$ cat src/rtl/kd_tree_sequencer_if.sv
// kd_tree_sequencer_if
// Groups the sequencer's bus-facing signals: the incoming point stream
// (valid/ready/data), the registered point broadcast, the PE control
// strobes, and the two AND-reduced status flags returned by the PE array.
//   master : sequencer side (drives point_out, strobes and pt_ready)
//   slave  : point source / PE array side
interface kd_tree_sequencer_if #(
  parameter int CENTER_W = 24
);
  logic                pt_valid;
  logic                pt_ready;
  logic [CENTER_W-1:0] pt_data;
  logic [CENTER_W-1:0] point_out;
  logic                pe_en;
  logic                pe_init;
  logic                pe_start_iter;
  logic                pe_receive_point;
  logic                pe_sorting;
  logic                pe_next_level;
  logic                pe_inc;
  logic                pe_update;
  logic                update_done;
  logic                all_stable;

  modport master (
    input  pt_valid, pt_data, update_done, all_stable,
    output pt_ready, point_out, pe_en, pe_init, pe_start_iter,
           pe_receive_point, pe_sorting, pe_next_level, pe_inc, pe_update
  );

  modport slave (
    output pt_valid, pt_data, update_done, all_stable,
    input  pt_ready, point_out, pe_en, pe_init, pe_start_iter,
           pe_receive_point, pe_sorting, pe_next_level, pe_inc, pe_update
  );
endinterface

$ cat src/rtl/kd_tree_sequencer.sv
// kd_tree_sequencer
// Central controller for the kd-tree cluster PE array. Sequences one k-means
// run (init, then per iteration: start, per point fetch/receive/sort/inc,
// update, stability check) and broadcasts Moore-decoded control strobes.
// Ports:
//   clk, rst            : clock, asynchronous active-high reset
//   start, abort        : run request (IDLE only) / abort back to IDLE
//   num_points          : N, latched on accepted start
//   tree_depth          : D, levels swept per point (0 treated as 1)
//   bus (master)        : point stream in, point broadcast + PE strobes out,
//                         update_done / all_stable in
//   busy, done          : run in progress / one-cycle completion pulse
//   converged           : last run ended on stability
//   iter_count          : iterations completed in last/current run
module kd_tree_sequencer #(
  parameter int dim        = 3,
  parameter int data_range = 255,
  parameter int max_n      = 1000,
  parameter int max_depth  = 16,
  parameter int max_iter   = 64,
  localparam int dim_size     = $clog2(data_range),
  localparam int counter_size = $clog2(max_n),
  localparam int depth_size   = $clog2(max_depth),
  localparam int iter_size    = $clog2(max_iter + 1),
  localparam int center_size  = dim * dim_size
) (
  input  logic                    clk,
  input  logic                    rst,
  input  logic                    start,
  input  logic                    abort,
  input  logic [counter_size-1:0] num_points,
  input  logic [depth_size-1:0]   tree_depth,
  kd_tree_sequencer_if.master     bus,
  output logic                    busy,
  output logic                    done,
  output logic                    converged,
  output logic [iter_size-1:0]    iter_count
);

  typedef enum logic [3:0] {
    S_IDLE, S_INIT, S_START_ITER, S_FETCH, S_LOAD, S_SORT_A, S_SORT_B,
    S_INC, S_UPDATE, S_CHECK, S_DONE
  } state_t;

  state_t                  state_q, state_d;
  logic [counter_size-1:0] n_q, n_d;
  logic [counter_size-1:0] pt_idx_q, pt_idx_d;
  logic [depth_size-1:0]   d_q, d_d;
  logic [depth_size-1:0]   lvl_q, lvl_d;
  logic [iter_size-1:0]    iter_q, iter_d;
  logic                    conv_q, conv_d;
  logic [center_size-1:0]  point_q, point_d;

  always_ff @(posedge clk or posedge rst) begin
    if (rst) begin
      state_q  <= S_IDLE;
      n_q      <= '0;
      pt_idx_q <= '0;
      d_q      <= '0;
      lvl_q    <= '0;
      iter_q   <= '0;
      conv_q   <= 1'b0;
      point_q  <= '0;
    end else begin
      state_q  <= state_d;
      n_q      <= n_d;
      pt_idx_q <= pt_idx_d;
      d_q      <= d_d;
      lvl_q    <= lvl_d;
      iter_q   <= iter_d;
      conv_q   <= conv_d;
      point_q  <= point_d;
    end
  end

  always_comb begin
    state_d  = state_q;
    n_d      = n_q;
    pt_idx_d = pt_idx_q;
    d_d      = d_q;
    lvl_d    = lvl_q;
    iter_d   = iter_q;
    conv_d   = conv_q;
    point_d  = point_q;
    // Abort wins over every transition and freezes all run state.
    if (abort && (state_q != S_IDLE)) begin
      state_d = S_IDLE;
    end else begin
      unique case (state_q)
        S_IDLE: begin
          if (start) begin
            iter_d = '0;
            conv_d = 1'b0;
            if (num_points != '0) begin
              n_d     = num_points;
              d_d     = (tree_depth == '0) ? depth_size'(1) : tree_depth;
              state_d = S_INIT;
            end else begin
              state_d = S_DONE;
            end
          end
        end
        S_INIT:       state_d = S_START_ITER;
        S_START_ITER: begin
          pt_idx_d = '0;
          state_d  = S_FETCH;
        end
        S_FETCH: begin
          if (bus.pt_valid) begin
            point_d = bus.pt_data;
            state_d = S_LOAD;
          end
        end
        S_LOAD: begin
          lvl_d   = '0;
          state_d = S_SORT_A;
        end
        S_SORT_A:     state_d = S_SORT_B;
        S_SORT_B: begin
          if (lvl_q == d_q - depth_size'(1)) begin
            state_d = S_INC;
          end else begin
            lvl_d   = lvl_q + depth_size'(1);
            state_d = S_SORT_A;
          end
        end
        S_INC: begin
          if (pt_idx_q == n_q - counter_size'(1)) begin
            state_d = S_UPDATE;
          end else begin
            pt_idx_d = pt_idx_q + counter_size'(1);
            state_d  = S_FETCH;
          end
        end
        S_UPDATE: begin
          if (bus.update_done) state_d = S_CHECK;
        end
        S_CHECK: begin
          iter_d = iter_q + iter_size'(1);
          if (bus.all_stable) begin
            conv_d  = 1'b1;
            state_d = S_DONE;
          end else if (iter_q == iter_size'(max_iter - 1)) begin
            conv_d  = 1'b0;
            state_d = S_DONE;
          end else begin
            state_d = S_START_ITER;
          end
        end
        S_DONE:       state_d = S_IDLE;
        default:      state_d = S_IDLE;
      endcase
    end
  end

  // Moore outputs decoded straight from the state register.
  assign busy                 = (state_q != S_IDLE);
  assign done                 = (state_q == S_DONE);
  assign converged            = conv_q;
  assign iter_count           = iter_q;
  assign bus.pt_ready         = (state_q == S_FETCH);
  assign bus.point_out        = point_q;
  assign bus.pe_en            = busy;
  assign bus.pe_init          = (state_q == S_INIT);
  assign bus.pe_start_iter    = (state_q == S_START_ITER);
  assign bus.pe_receive_point = (state_q == S_LOAD);
  assign bus.pe_sorting       = (state_q == S_SORT_A);
  assign bus.pe_next_level    = (state_q == S_SORT_B);
  assign bus.pe_inc           = (state_q == S_INC);
  assign bus.pe_update        = (state_q == S_UPDATE);

endmodule

$ cat src/flat_wrapper.sv
// flat-port wrapper written by rule: the top's interface ports become plain ports
module kd_tree_sequencer_flat 
#(
  parameter int dim        = 3,
  parameter int data_range = 255,
  parameter int max_n      = 1000,
  parameter int max_depth  = 16,
  parameter int max_iter   = 64,
  localparam int dim_size     = $clog2(data_range),
  localparam int counter_size = $clog2(max_n),
  localparam int depth_size   = $clog2(max_depth),
  localparam int iter_size    = $clog2(max_iter + 1),
  localparam int center_size  = dim * dim_size
)
  (clk, rst, start, abort, num_points, tree_depth, busy, done, converged, iter_count, bus_pt_valid, bus_pt_data, bus_update_done, bus_all_stable, bus_pt_ready, bus_point_out, bus_pe_en, bus_pe_init, bus_pe_start_iter, bus_pe_receive_point, bus_pe_sorting, bus_pe_next_level, bus_pe_inc, bus_pe_update);
  kd_tree_sequencer_if #(.CENTER_W((24))) bus_i ();
  input  logic clk;
  input  logic rst;
  input  logic start;
  input  logic abort;
  input  logic [counter_size-1:0] num_points;
  input  logic [depth_size-1:0] tree_depth;
  output logic busy;
  output logic done;
  output logic converged;
  output logic [iter_size-1:0] iter_count;
  input wire logic [$bits(bus_i.pt_valid)-1:0] bus_pt_valid;
  input wire logic [$bits(bus_i.pt_data)-1:0] bus_pt_data;
  input wire logic [$bits(bus_i.update_done)-1:0] bus_update_done;
  input wire logic [$bits(bus_i.all_stable)-1:0] bus_all_stable;
  output wire logic [$bits(bus_i.pt_ready)-1:0] bus_pt_ready;
  output wire logic [$bits(bus_i.point_out)-1:0] bus_point_out;
  output wire logic [$bits(bus_i.pe_en)-1:0] bus_pe_en;
  output wire logic [$bits(bus_i.pe_init)-1:0] bus_pe_init;
  output wire logic [$bits(bus_i.pe_start_iter)-1:0] bus_pe_start_iter;
  output wire logic [$bits(bus_i.pe_receive_point)-1:0] bus_pe_receive_point;
  output wire logic [$bits(bus_i.pe_sorting)-1:0] bus_pe_sorting;
  output wire logic [$bits(bus_i.pe_next_level)-1:0] bus_pe_next_level;
  output wire logic [$bits(bus_i.pe_inc)-1:0] bus_pe_inc;
  output wire logic [$bits(bus_i.pe_update)-1:0] bus_pe_update;
  assign bus_i.pt_valid = bus_pt_valid;
  assign bus_i.pt_data = bus_pt_data;
  assign bus_i.update_done = bus_update_done;
  assign bus_i.all_stable = bus_all_stable;
  assign bus_pt_ready = bus_i.pt_ready;
  assign bus_point_out = bus_i.point_out;
  assign bus_pe_en = bus_i.pe_en;
  assign bus_pe_init = bus_i.pe_init;
  assign bus_pe_start_iter = bus_i.pe_start_iter;
  assign bus_pe_receive_point = bus_i.pe_receive_point;
  assign bus_pe_sorting = bus_i.pe_sorting;
  assign bus_pe_next_level = bus_i.pe_next_level;
  assign bus_pe_inc = bus_i.pe_inc;
  assign bus_pe_update = bus_i.pe_update;
  kd_tree_sequencer #(.dim(dim), .data_range(data_range), .max_n(max_n), .max_depth(max_depth), .max_iter(max_iter)) u_core (.clk(clk), .rst(rst), .start(start), .abort(abort), .num_points(num_points), .tree_depth(tree_depth), .bus(bus_i), .busy(busy), .done(done), .converged(converged), .iter_count(iter_count));
endmodule
$ cat config.mk
export PLATFORM = sky130hd
export DESIGN_NAME = kd_tree_sequencer_flat
export DESIGN_NICKNAME = d
export VERILOG_FILES = /design/src/rtl/kd_tree_sequencer_if.sv /design/src/rtl/kd_tree_sequencer.sv /design/src/flat_wrapper.sv
export SDC_FILE = /design/constraint.sdc
export NUM_CORES = 1
export LEC_CHECK = 0
export BUFFER_PORTS_ARGS = -buffer_cell sky130_fd_sc_hd__buf_2
export CAP_MARGIN = 20
export CORE_ASPECT_RATIO = 0.75
export CORE_MARGIN = 2
export CORE_UTILIZATION = 53
export DETAILED_ROUTE_END_ITERATION = 10
export PLACE_DENSITY_LB_ADDON = 0.05
export RECOVER_POWER = 25
export SLEW_MARGIN = 20
export SYNTH_ARGS = -nofsm -noshare
export SYNTH_HDL_FRONTEND = slang
export SYNTH_SLANG_ARGS = --single-unit
$ cat constraint.sdc
create_clock -name clk -period 3.56 [get_ports clk]
set_clock_uncertainty 0.1 [all_clocks]
set_input_delay 0.356 -clock clk [delete_from_list [all_inputs] [get_ports clk]]
set_output_delay 0.356 -clock clk [all_outputs]
set_load 0.02 [all_outputs]
==> results of run 1 <==
[how the worst max path moves through the flow]
stage | endpoint | depth (start not counted) | slack [ns]
global placement | u_core.pt_idx_q[0] | 9 | 0.58
finish | u_core.pt_idx_q[0] | 8 | 0.45
floorplan | u_core.state_q[1] | 10 | 0.92
CTS | u_core.pt_idx_q[0] | 8 | 0.49
detailed placement | u_core.pt_idx_q[0] | 8 | 0.51
global route | u_core.n_q[9] | 3 | 0.23
[logic make-up (layout without fill, tap and decap cells)]
| kind of cell | count (synthesis) | after routing |
|---|---|---|
| multiplexers | 41 | 41 |
| adder cells (fa/ha/maj) | 5 | 5 |
| XOR/XNOR | 21 | 21 |
| flip-flops | 64 | 64 |
| AO/OA/AOI/OAI | 66 | 66 |
| buffers and inverters | 31 | 119 |
| AND/OR/NAND/NOR | 114 | 114 |
[critical path: stages, from the launching register on]
cell and delay, ns:
dfrtp_1 0.42, inv_1 0.08, ha_1 0.37, or4b_4 0.56, a211o_1 0.33, a311oi_2 0.42
or2_4 0.29, o21bai_1 0.14, mux2_2 0.28
[per-layer routing]
metal | routed length [µm] | vias to the layer above | GRT usage (%) | part of all wire (%)
li1 | - | 1401 | - | -
met2 | 3560 | 102 | 35.1 | 44
met5 | 0 | - | 0 | 0
met3 | 691 | 14 | 8.65 | 8.6
met1 | 3610 | 1420 | 31.0 | 45
met4 | 158 | 0 | 10.5 | 2.0
[flip-flops by register name, indices dropped and copies added (netlist names)]
signal and cells:
u_core.lvl_q 4, u_core.pt_idx_q 10, u_core.n_q 10, u_core.iter_count 7, u_core.state_q 4, u_core.d_q 4
u_core.converged 1, u_core.bus.point_out 24
[power groups by stage]
stage / sequential [mW] / clock, mW / combinational [mW]
3_3_place_gp: 1.25 / 0 / 1.25
2_1_floorplan: 1.29 / 0 / 0.900
5_1_grt: 1.29 / 0.697 / 1.40
6_report: 1.25 / 0.654 / 1.27
3_5_place_dp: 1.25 / 0 / 1.27
4_1_cts: 1.25 / 0.667 / 1.28
[cells in the final DEF (no fill, tap or decap), types with 2 or more instances in the layout]
cell type	count
buf_2	87
dfrtp_1	64
mux2_2	39
nor2_1	24
nand2_1	23
o21ai_0	17
nor3_1	14
inv_1	13
xnor2_1	12
a21oi_1	11
nand3_1	11
clkbuf_8	11
xor2_1	9
nor4_1	7
nand2b_1	6
nand4_1	6
ha_1	5
or2_2	4
o211ai_1	4
a22o_1	3
o31ai_1	3
o21bai_1	3
o221ai_1	2
a211o_1	2
nand4b_1	2
or3_1	2
and4b_1	2
nand3b_1	2
and3_1	2
mux2i_1	2
o21ai_1	2
a22oi_1	2
a31oi_1	2
clkinvlp_4	2
buf_4	2
[final cells by class]
cell class	instances	share of cell area (%)
clock inverter	4	1.29
multi-input combinational	247	42.3
sequential	64	38.3
inverter	14	1.26
timing repair buffer	90	10.9
tap	81	2.42
clock buffer	11	3.62
==> results.sh, run 1 <==
export IMPL_critPathCaptureType="register"
export IMPL_root_buffer="clkbuf_8"
export IMPL_synth_async_reset_ratio_pct=100
export IMPL_ant_nets=0
export IMPL_min_period_ns=3.11
export IMPL_p_int_mw=1.91
export IMPL_seq_area_frac_synth_pct=45.7
export IMPL_die_y_um=74.4
export IMPL_clock_sinks=64
export IMPL_post_synth_top_area_cell="dfrtp_1"
export IMPL_synthCells=342
export IMPL_synth_simple_gate_area_share_pct=17.1
export IMPL_r2r_end="u_core.pt_idx_q[0]"
export IMPL_fin_ws_ns=0.455
export IMPL_multiInputGateArea_um2=1770
export IMPL_synthTopCellsByCount="dfrtp_1, mux2_2, nor2_1"
export IMPL_maxCapViolations=1
export IMPL_crit_start="u_core.n_q[0]"
export IMPL_drc_errors=0
export IMPL_rows=25
export IMPL_grtUsageTotal_pct=23.5
export IMPL_pre_cts_slack_ns=0.508
export IMPL_antenna_found_initial=0
export IMPL_power_net_switching_mw=1.26
export IMPL_synth_edf_count=0
export IMPL_coreArea_um2=6350
export IMPL_final_area_um2=4190
export IMPL_synth_top_area_share_pct=45.7
export IMPL_hp_class="input pin to register"
export IMPL_power_share_combinational_pct=40.1
export IMPL_total_power_mw=3.17
export IMPL_die_area_um2=7280
export IMPL_post_route_period_util_pct=87.2
export IMPL_crit_required_ns=3.69
export IMPL_cts_made_buffers=9
export IMPL_ys_seq_elements=64
export IMPL_grt_pass1_vias=2839
export IMPL_dp_hpwl_um=5740
export IMPL_syn_nets=392
export IMPL_holdWs_ns=0.123
export IMPL_synthAdderAreaFrac_pct=1.79
export IMPL_gp_congestion=0.839
export IMPL_cp_arrival_ns=3.24
export IMPL_io_pins=88
export IMPL_slew_violations=33
export IMPL_vias=2937
export IMPL_routed_via_density=5.75
export IMPL_fp_dieW_um=97.9
export IMPL_synth_ff_type="dfrtp_1"
export IMPL_synthXorXnorAreaFrac_pct=5.25
export IMPL_final_cells=511
export IMPL_dr_pass1_iters=4
export IMPL_reg2reg_from="u_core.n_q[0]"
export IMPL_grt_first_pass_wirelength_um=13300
export IMPL_post_cts_resize_count=0
export IMPL_synth_compound_gate_area_share_pct=13.3
export IMPL_ff2ff_setup_slack_ns=0.45
export IMPL_switching_share_pct=39.8
export IMPL_wl_per_cell_um=15.7
export IMPL_pwr_share_seq_pct=39.3
export IMPL_relSlewSlack_pct=-16.2
export IMPL_hold_start="bus_all_stable"
export IMPL_status="complete, but fails checks"
export IMPL_tightestPinTransition_ns=1.74
export IMPL_clkPwrFrac_pct=20.6
export IMPL_regArea_um2=1600
export IMPL_nNetsFinal=476
export IMPL_cts_tree="built"
export IMPL_synth_most_common_cell="dfrtp_1"
export IMPL_synth_area_top_cells="dfrtp_1, mux2_2, xnor2_1"
export IMPL_cts_hold_buf=0
export IMPL_failed_checks="capacitance limit, slew limit"
export IMPL_routed_wl_um=8030
export IMPL_grt_max_degree=34
export IMPL_yosys_warnings=0
export IMPL_setup_viol=0
export IMPL_htree_num_levels=3
export IMPL_rsz0062_at_grt="false"
export IMPL_clk_pin_slew_ns=0.08
export IMPL_synth_top_family_by_area="simple AND/OR/NAND/NOR gates"
export IMPL_p_leak_nw=1.98
export IMPL_drive_gt1_share_pct=36.0
export IMPL_synth_cell_area_um2=3500
export IMPL_synth_cell_types=59
export IMPL_drtIter0Drc=184
export IMPL_dp_cells=496
export IMPL_area_growth_pct=19.5
export IMPL_fmax_mhz=322
export IMPL_hold_violations=0
export IMPL_place_area_um2=3980
export IMPL_start_util_pct=55.2
export IMPL_cp_start_kind="register"
export IMPL_synthMuxAreaShare_pct=13.1
export IMPL_min_to="u_core.converged"
export IMPL_n_fill_cell=512
export IMPL_power_density_nw_per_um2=759
export IMPL_clock_latency_ns=0.35
export IMPL_synth_area_per_cell_um2=10.2
export IMPL_criticalPathCategory="register to register"
export IMPL_final_util_pct=65.9
export IMPL_portBuffers=87
export IMPL_hold_depth=3
export IMPL_cts_buffer_depth=2
export IMPL_antennaDiodeCount=0
export IMPL_postCtsSetupBuffers=0
export IMPL_critPathMaxFanout=12
export IMPL_reg2reg_depth=8
export IMPL_peakVddDrop_mv=0.560
export IMPL_final_setup_tns_ns=0
export IMPL_grt_ovfl_total=0
Note: power is estimated with default switching activity, not from simulation.
==> run 2: changes to the inputs <==
--- a/config.mk
+++ b/config.mk
@@ -6,8 +6,8 @@
 export NUM_CORES = 1
 export LEC_CHECK = 0
 export BUFFER_PORTS_ARGS = -buffer_cell sky130_fd_sc_hd__buf_2
-export CAP_MARGIN = 20
-export CORE_ASPECT_RATIO = 0.75
+export CAP_MARGIN = 40
+export CORE_ASPECT_RATIO = 1.1
 export CORE_MARGIN = 2
 export CORE_UTILIZATION = 53
 export DETAILED_ROUTE_END_ITERATION = 10
==> results.sh, run 2 (synthesis results as in run 1) <==
export IMPL_status="complete, but fails checks"
export IMPL_failed_checks="capacitance limit, slew limit"
export IMPL_vias=2887
export IMPL_post_route_period_util_pct=85.8
export IMPL_drtIter0Drc=139
export IMPL_cts_made_buffers=9
export IMPL_total_power_mw=3.23
export IMPL_die_y_um=89.3
export IMPL_antenna_found_initial=0
export IMPL_clock_sinks=64
export IMPL_pre_cts_slack_ns=0.515
export IMPL_final_util_pct=65.3
export IMPL_io_pins=88
export IMPL_regArea_um2=1600
export IMPL_cts_tree="built"
export IMPL_drive_gt1_share_pct=36.2
export IMPL_cts_buffer_depth=2
export IMPL_power_density_nw_per_um2=763
export IMPL_largest_reg_flops=24
export IMPL_final_setup_tns_ns=0
export IMPL_hold_violations=0
export IMPL_slew_violations=31
export IMPL_start_util_pct=54.1
export IMPL_setup_viol=0
export IMPL_fmax_mhz=327
export IMPL_dr_pass1_iters=4
export IMPL_antennaDiodeCount=0
export IMPL_clk_pin_slew_ns=0.08
export IMPL_area_growth_pct=20.8
export IMPL_fp_dieW_um=81.5
export IMPL_coreArea_um2=6480
export IMPL_grt_pass1_vias=2534
export IMPL_grtUsageTotal_pct=22.0
export IMPL_peakVddDrop_mv=0.510
export IMPL_gp_congestion=0.878
export IMPL_portBuffers=87
export IMPL_htree_num_levels=3
export IMPL_layout_commonest_cell="buf_2"
export IMPL_tightestPinTransition_ns=1.63
export IMPL_maxCapViolations=1
export IMPL_clock_latency_ns=0.34
export IMPL_grt_first_pass_wirelength_um=12100
export IMPL_relSlewSlack_pct=-8.50
export IMPL_cp_arrival_ns=3.17
export IMPL_routed_via_density=5.59
export IMPL_cts_hold_buf=1
export IMPL_postCtsSetupBuffers=0
export IMPL_root_buffer="clkbuf_8"
export IMPL_final_cell_mix="buf_2, dfrtp_1, mux2_2"
export IMPL_critPathMaxFanout=12
export IMPL_fin_ws_ns=0.505
export IMPL_routed_wl_um=7700
export IMPL_n_fill_cell=551
export IMPL_grt_max_degree=31
export IMPL_nNetsFinal=479
export IMPL_p_leak_nw=2.00
export IMPL_rows=31
export IMPL_wl_per_cell_um=14.9
export IMPL_ant_nets=0
export IMPL_critPathCaptureType="register"
export IMPL_grt_ovfl_total=0
export IMPL_criticalPathCategory="register to register"
export IMPL_die_area_um2=7280
export IMPL_multiInputGateArea_um2=1770
export IMPL_hp_class="input pin to register"
export IMPL_drc_errors=0
export IMPL_cp_start_kind="register"
export IMPL_rsz0062_at_grt="false"
export IMPL_dp_hpwl_um=5650
export IMPL_min_period_ns=3.05
export IMPL_post_cts_resize_count=0
export IMPL_crit_required_ns=3.67
[run 2: changes by cell type in the layout (fill, tap and decap cells not counted), sizes merged]
cell	previous run	this run
buf	89	90
bufinv	1	2
clkinv	2	3
clkinvlp	2	1
dlygate4sd3	0	1
inv	13	14
[run 2: final cells by class]
| cell class | count | share of cell area, % |
|---|---|---|
| clock buffers | 10 | 3.25 |
| clock inverters | 6 | 2.13 |
| inverters | 14 | 1.24 |
| flip-flops and latches | 64 | 37.9 |
| repair buffers | 93 | 11.2 |
| multi-input cells | 247 | 41.9 |
| well taps | 82 | 2.43 |
[run 2: path summary, 6_finish.rpt]
| kind | slack, ns | end | from | depth (start not counted) |
|---|---|---|---|---|
| max | 0.51 | u_core.pt_idx_q[0] | u_core.n_q[0] | 9 |
| max in group asynchronous | 1.05 | u_core.pt_idx_q[0] | rst | 4 |
| min reg2reg | 0.40 | u_core.bus.point_out[4] | u_core.bus.point_out[4] | 1 |
| min | 0.14 | u_core.bus.point_out[23] | bus_pt_data[23] | 2 |
| max reg2reg | 0.51 | u_core.pt_idx_q[0] | u_core.n_q[0] | 9 |
| min in group asynchronous | 0.44 | u_core.bus.point_out[12] | rst | 3 |
[run 2: stage by stage]
step                      hold WS, ns  instances  instance area (µm²)
final                           0.141        516                 4230
after global routing            0.122        516                 4230
after CTS                       0.128        516                 4250
after detailed placement        0.208        499                 4010
after global placement          0.383        498                 3990
after floorplan                 0.361        342                 3500
[run 2: layer usage]
| layer | part of all wire [%] | vias up | GRT usage (%) | wire length (µm) |
|---|---|---|---|---|
| li1 | - | 1412 | - | - |
| met1 | 44 | 1399 | 29.4 | 3370 |
| met2 | 51 | 71 | 35.4 | 3920 |
| met3 | 4.2 | 5 | 4.34 | 324 |
| met4 | 1.1 | 0 | 8.78 | 84 |
| met5 | 0 | - | 0 | 0 |
[run 2: power breakdown]
group / total (mW) / switching, mW / internal, mW
combinational: 1.27 / 0.682 / 0.589
sequential: 1.25 / 0.276 / 0.972
clock: 0.709 / 0.293 / 0.416
[run 2: critical path: stages (launching register included)]
cell and delay (ns):
dfrtp_1 0.42, inv_1 0.07, ha_1 0.37, or4b_4 0.55
o211ai_2 0.17, nand3_1 0.09, a2111o_1 0.43, or2_4 0.32
and2_1 0.17, mux2_2 0.26
==> run 3: changes to the inputs <==
--- a/config.mk
+++ b/config.mk
@@ -5,14 +5,16 @@
 export SDC_FILE = /design/constraint.sdc
 export NUM_CORES = 1
 export LEC_CHECK = 0
-export BUFFER_PORTS_ARGS = -buffer_cell sky130_fd_sc_hd__buf_2
+export ABC_AREA = 1
+export BUFFER_PORTS_ARGS = -buffer_cell sky130_fd_sc_hd__buf_4
 export CAP_MARGIN = 40
 export CORE_ASPECT_RATIO = 1.1
 export CORE_MARGIN = 2
-export CORE_UTILIZATION = 53
+export CORE_UTILIZATION = 54
 export DETAILED_ROUTE_END_ITERATION = 10
 export PLACE_DENSITY_LB_ADDON = 0.05
 export RECOVER_POWER = 25
+export REMOVE_ABC_BUFFERS = 1
 export SLEW_MARGIN = 20
 export SYNTH_ARGS = -nofsm -noshare
 export SYNTH_HDL_FRONTEND = slang
==> results.sh, run 3 <==
export IMPL_status="completed"
export IMPL_cts_hold_buf=1
export IMPL_slew_violations=0
export IMPL_power_density_nw_per_um2=751
export IMPL_largest_reg_flops=24
export IMPL_min_to="u_core.n_q[3]"
export IMPL_coreArea_um2=6590
export IMPL_clock_sinks=64
export IMPL_tightestPinTransition_ns=0.944
export IMPL_layout_commonest_cell="nand2_1"
export IMPL_route_met2_wl_um=3940
export IMPL_root_buffer="clkbuf_8"
export IMPL_peakVddDrop_mv=0.514
export IMPL_drc_errors=0
export IMPL_drive_gt1_share_pct=27.1
export IMPL_synth_cell_types=41
export IMPL_synth_ff_type="dfrtp_1"
export IMPL_fmax_mhz=463
export IMPL_wl_per_cell_um=13.2
export IMPL_grt_ovfl_total=0
export IMPL_synth_most_common_cell="nand2_1"
export IMPL_critPathCaptureType="output pin"
export IMPL_r2r_end="u_core.bus.point_out[14]"
export IMPL_synth_cell_area_um2=3680
export IMPL_vias=3122
export IMPL_rsz0062_at_grt="false"
export IMPL_ff2ff_setup_slack_ns=1.57
export IMPL_p_leak_nw=2.38
export IMPL_routed_via_density=5.13
export IMPL_routed_wl_um=8030
export IMPL_grtUsageTotal_pct=23.7
export IMPL_rows=31
export IMPL_critPathMaxFanout=6
export IMPL_synth_area_per_cell_um2=8.59
export IMPL_m1WireLength_um=3410
export IMPL_setup_viol=0
export IMPL_relSlewSlack_pct=37.0
export IMPL_cts_buffer_depth=2
export IMPL_crit_required_ns=3.10
export IMPL_reg2reg_from="u_core.state_q[0]"
export IMPL_synthCells=429
export IMPL_routed_top_layer="met4"
export IMPL_dp_hpwl_um=6260
export IMPL_cts_tree="built"
export IMPL_met3_length_um=479
export IMPL_die_y_um=90.6
export IMPL_reg2reg_depth=7
export IMPL_path_buf_inv=2
export IMPL_gp_congestion=0.942
export IMPL_ant_nets=0
export IMPL_seq_area_frac_synth_pct=43.5
export IMPL_synthTopCellsByCount="nand2_1, dfrtp_1, inv_1"
export IMPL_criticalPathCategory="register to output pin"
export IMPL_n_fill_cell=588
export IMPL_maxCapViolations=0
export IMPL_total_power_mw=3.42
export IMPL_post_route_period_util_pct=60.7
export IMPL_cts_made_buffers=9
export IMPL_portBuffers=87
export IMPL_cp_arrival_ns=1.70
export IMPL_grt_first_pass_wirelength_um=13700
export IMPL_synth_top_area_share_pct=43.5
export IMPL_worstPathCellList="inv_2, or2_1, nor2_1, buf_4"
export IMPL_hold_start="num_points[3]"
export IMPL_post_synth_top_area_cell="dfrtp_1"
export IMPL_final_util_pct=69.0
export IMPL_nNetsFinal=572
export IMPL_synth_edf_count=0
export IMPL_clock_latency_ns=0.35
export IMPL_htree_num_levels=3
export IMPL_ys_seq_elements=64
export IMPL_hold_violations=0
export IMPL_final_cell_mix="nand2_1, buf_4, dfrtp_1"
export IMPL_die_area_um2=7500
export IMPL_clk_pin_slew_ns=0.07
export IMPL_io_pins=88
export IMPL_post_cts_resize_count=0
export IMPL_area_growth_pct=23.5
export IMPL_hp_class="input pin to register"
export IMPL_drtIter0Drc=143
export IMPL_max_stage_delay_ns=0.49
export IMPL_antennaDiodeCount=0
export IMPL_cp_slowest_cell="dfrtp_1"
export IMPL_grt_max_degree=39
export IMPL_grt_pass1_vias=3142
export IMPL_yosys_warnings=0
export IMPL_final_setup_tns_ns=0
export IMPL_min_period_ns=2.16
export IMPL_synth_async_reset_ratio_pct=100
export IMPL_postCtsSetupBuffers=0
export IMPL_synth_area_top_cells="dfrtp_1, nand2_1, mux2_4"
export IMPL_cp_top_family="simple AND/OR/NAND/NOR gates"
export IMPL_start_util_pct=55.9
export IMPL_antenna_found_initial=0
export IMPL_dr_pass1_iters=4
export IMPL_hold_depth=3
export IMPL_cp_start_kind="register"
export IMPL_fp_dieW_um=82.8
[run 3: cells by family after synthesis]
kind of cell,share of synthesized area [%]
buffers and inverters,6.86
flip-flops,43.5
XOR/XNOR,4.99
AO/OA/AOI/OAI,5.43
AND/OR/NAND/NOR,27.6
adder cells (fa/ha/maj),1.70
multiplexers,9.92
[run 3: routing by layer]
metal	vias to the layer above	track usage (%)
li1	1566	-
met1	1459	28.1
met2	78	39.0
met3	19	7.20
met4	0	10.2
met5	-	0
[run 3: layout make-up]
class	count	area, µm²	area share, %
tap	82	103	2.26
clock inverter	5	55.1	1.21
inverter	52	198	4.35
multi-input combinational	306	1830	40.2
clock buffer	11	151	3.33
timing repair buffer	89	611	13.4
sequential	64	1600	35.2
[run 3: stage by stage]
step / setup slack (ns) / std cells / cell area [µm²] / hold slack, ns
2_1_floorplan: 1.51 / 422 / 3630 / 0.366
3_3_place_gp: 1.60 / 592 / 4390 / 0.334
3_5_place_dp: 1.58 / 592 / 4390 / 0.341
4_1_cts: 1.42 / 609 / 4610 / 0.114
5_1_grt: 1.30 / 609 / 4550 / 0.123
6_report: 1.40 / 609 / 4550 / 0.131
[run 3: where the power goes]
part	internal, mW	switching [mW]
Combinational	0.657	0.979
Clock	0.359	0.285
Sequential	0.959	0.179
[run 3: how the worst max path moves through the flow]
stage / to / depth (start not counted) / slack, ns / startpoint
5_1_grt: bus_pe_next_level / 4 / 1.30 / u_core.state_q[1]
6_report: bus_pe_next_level / 4 / 1.40 / u_core.state_q[1]
3_5_place_dp: u_core.bus.point_out[14] / 7 / 1.58 / u_core.state_q[0]
2_1_floorplan: u_core.bus.point_out[0] / 1 / 1.51 / rst
3_3_place_gp: u_core.bus.point_out[4] / 7 / 1.60 / u_core.state_q[1]
4_1_cts: bus_pe_next_level / 4 / 1.42 / u_core.state_q[1]
[run 3: worst reg2reg max path: stages (launching register included)]
cell and delay (ns):
dfrtp_1 0.47, nor2_2 0.14, inv_2 0.06, nor2_4 0.17
nor2_4 0.06, inv_4 0.09, nand3_4 0.35, mux2_4 0.44
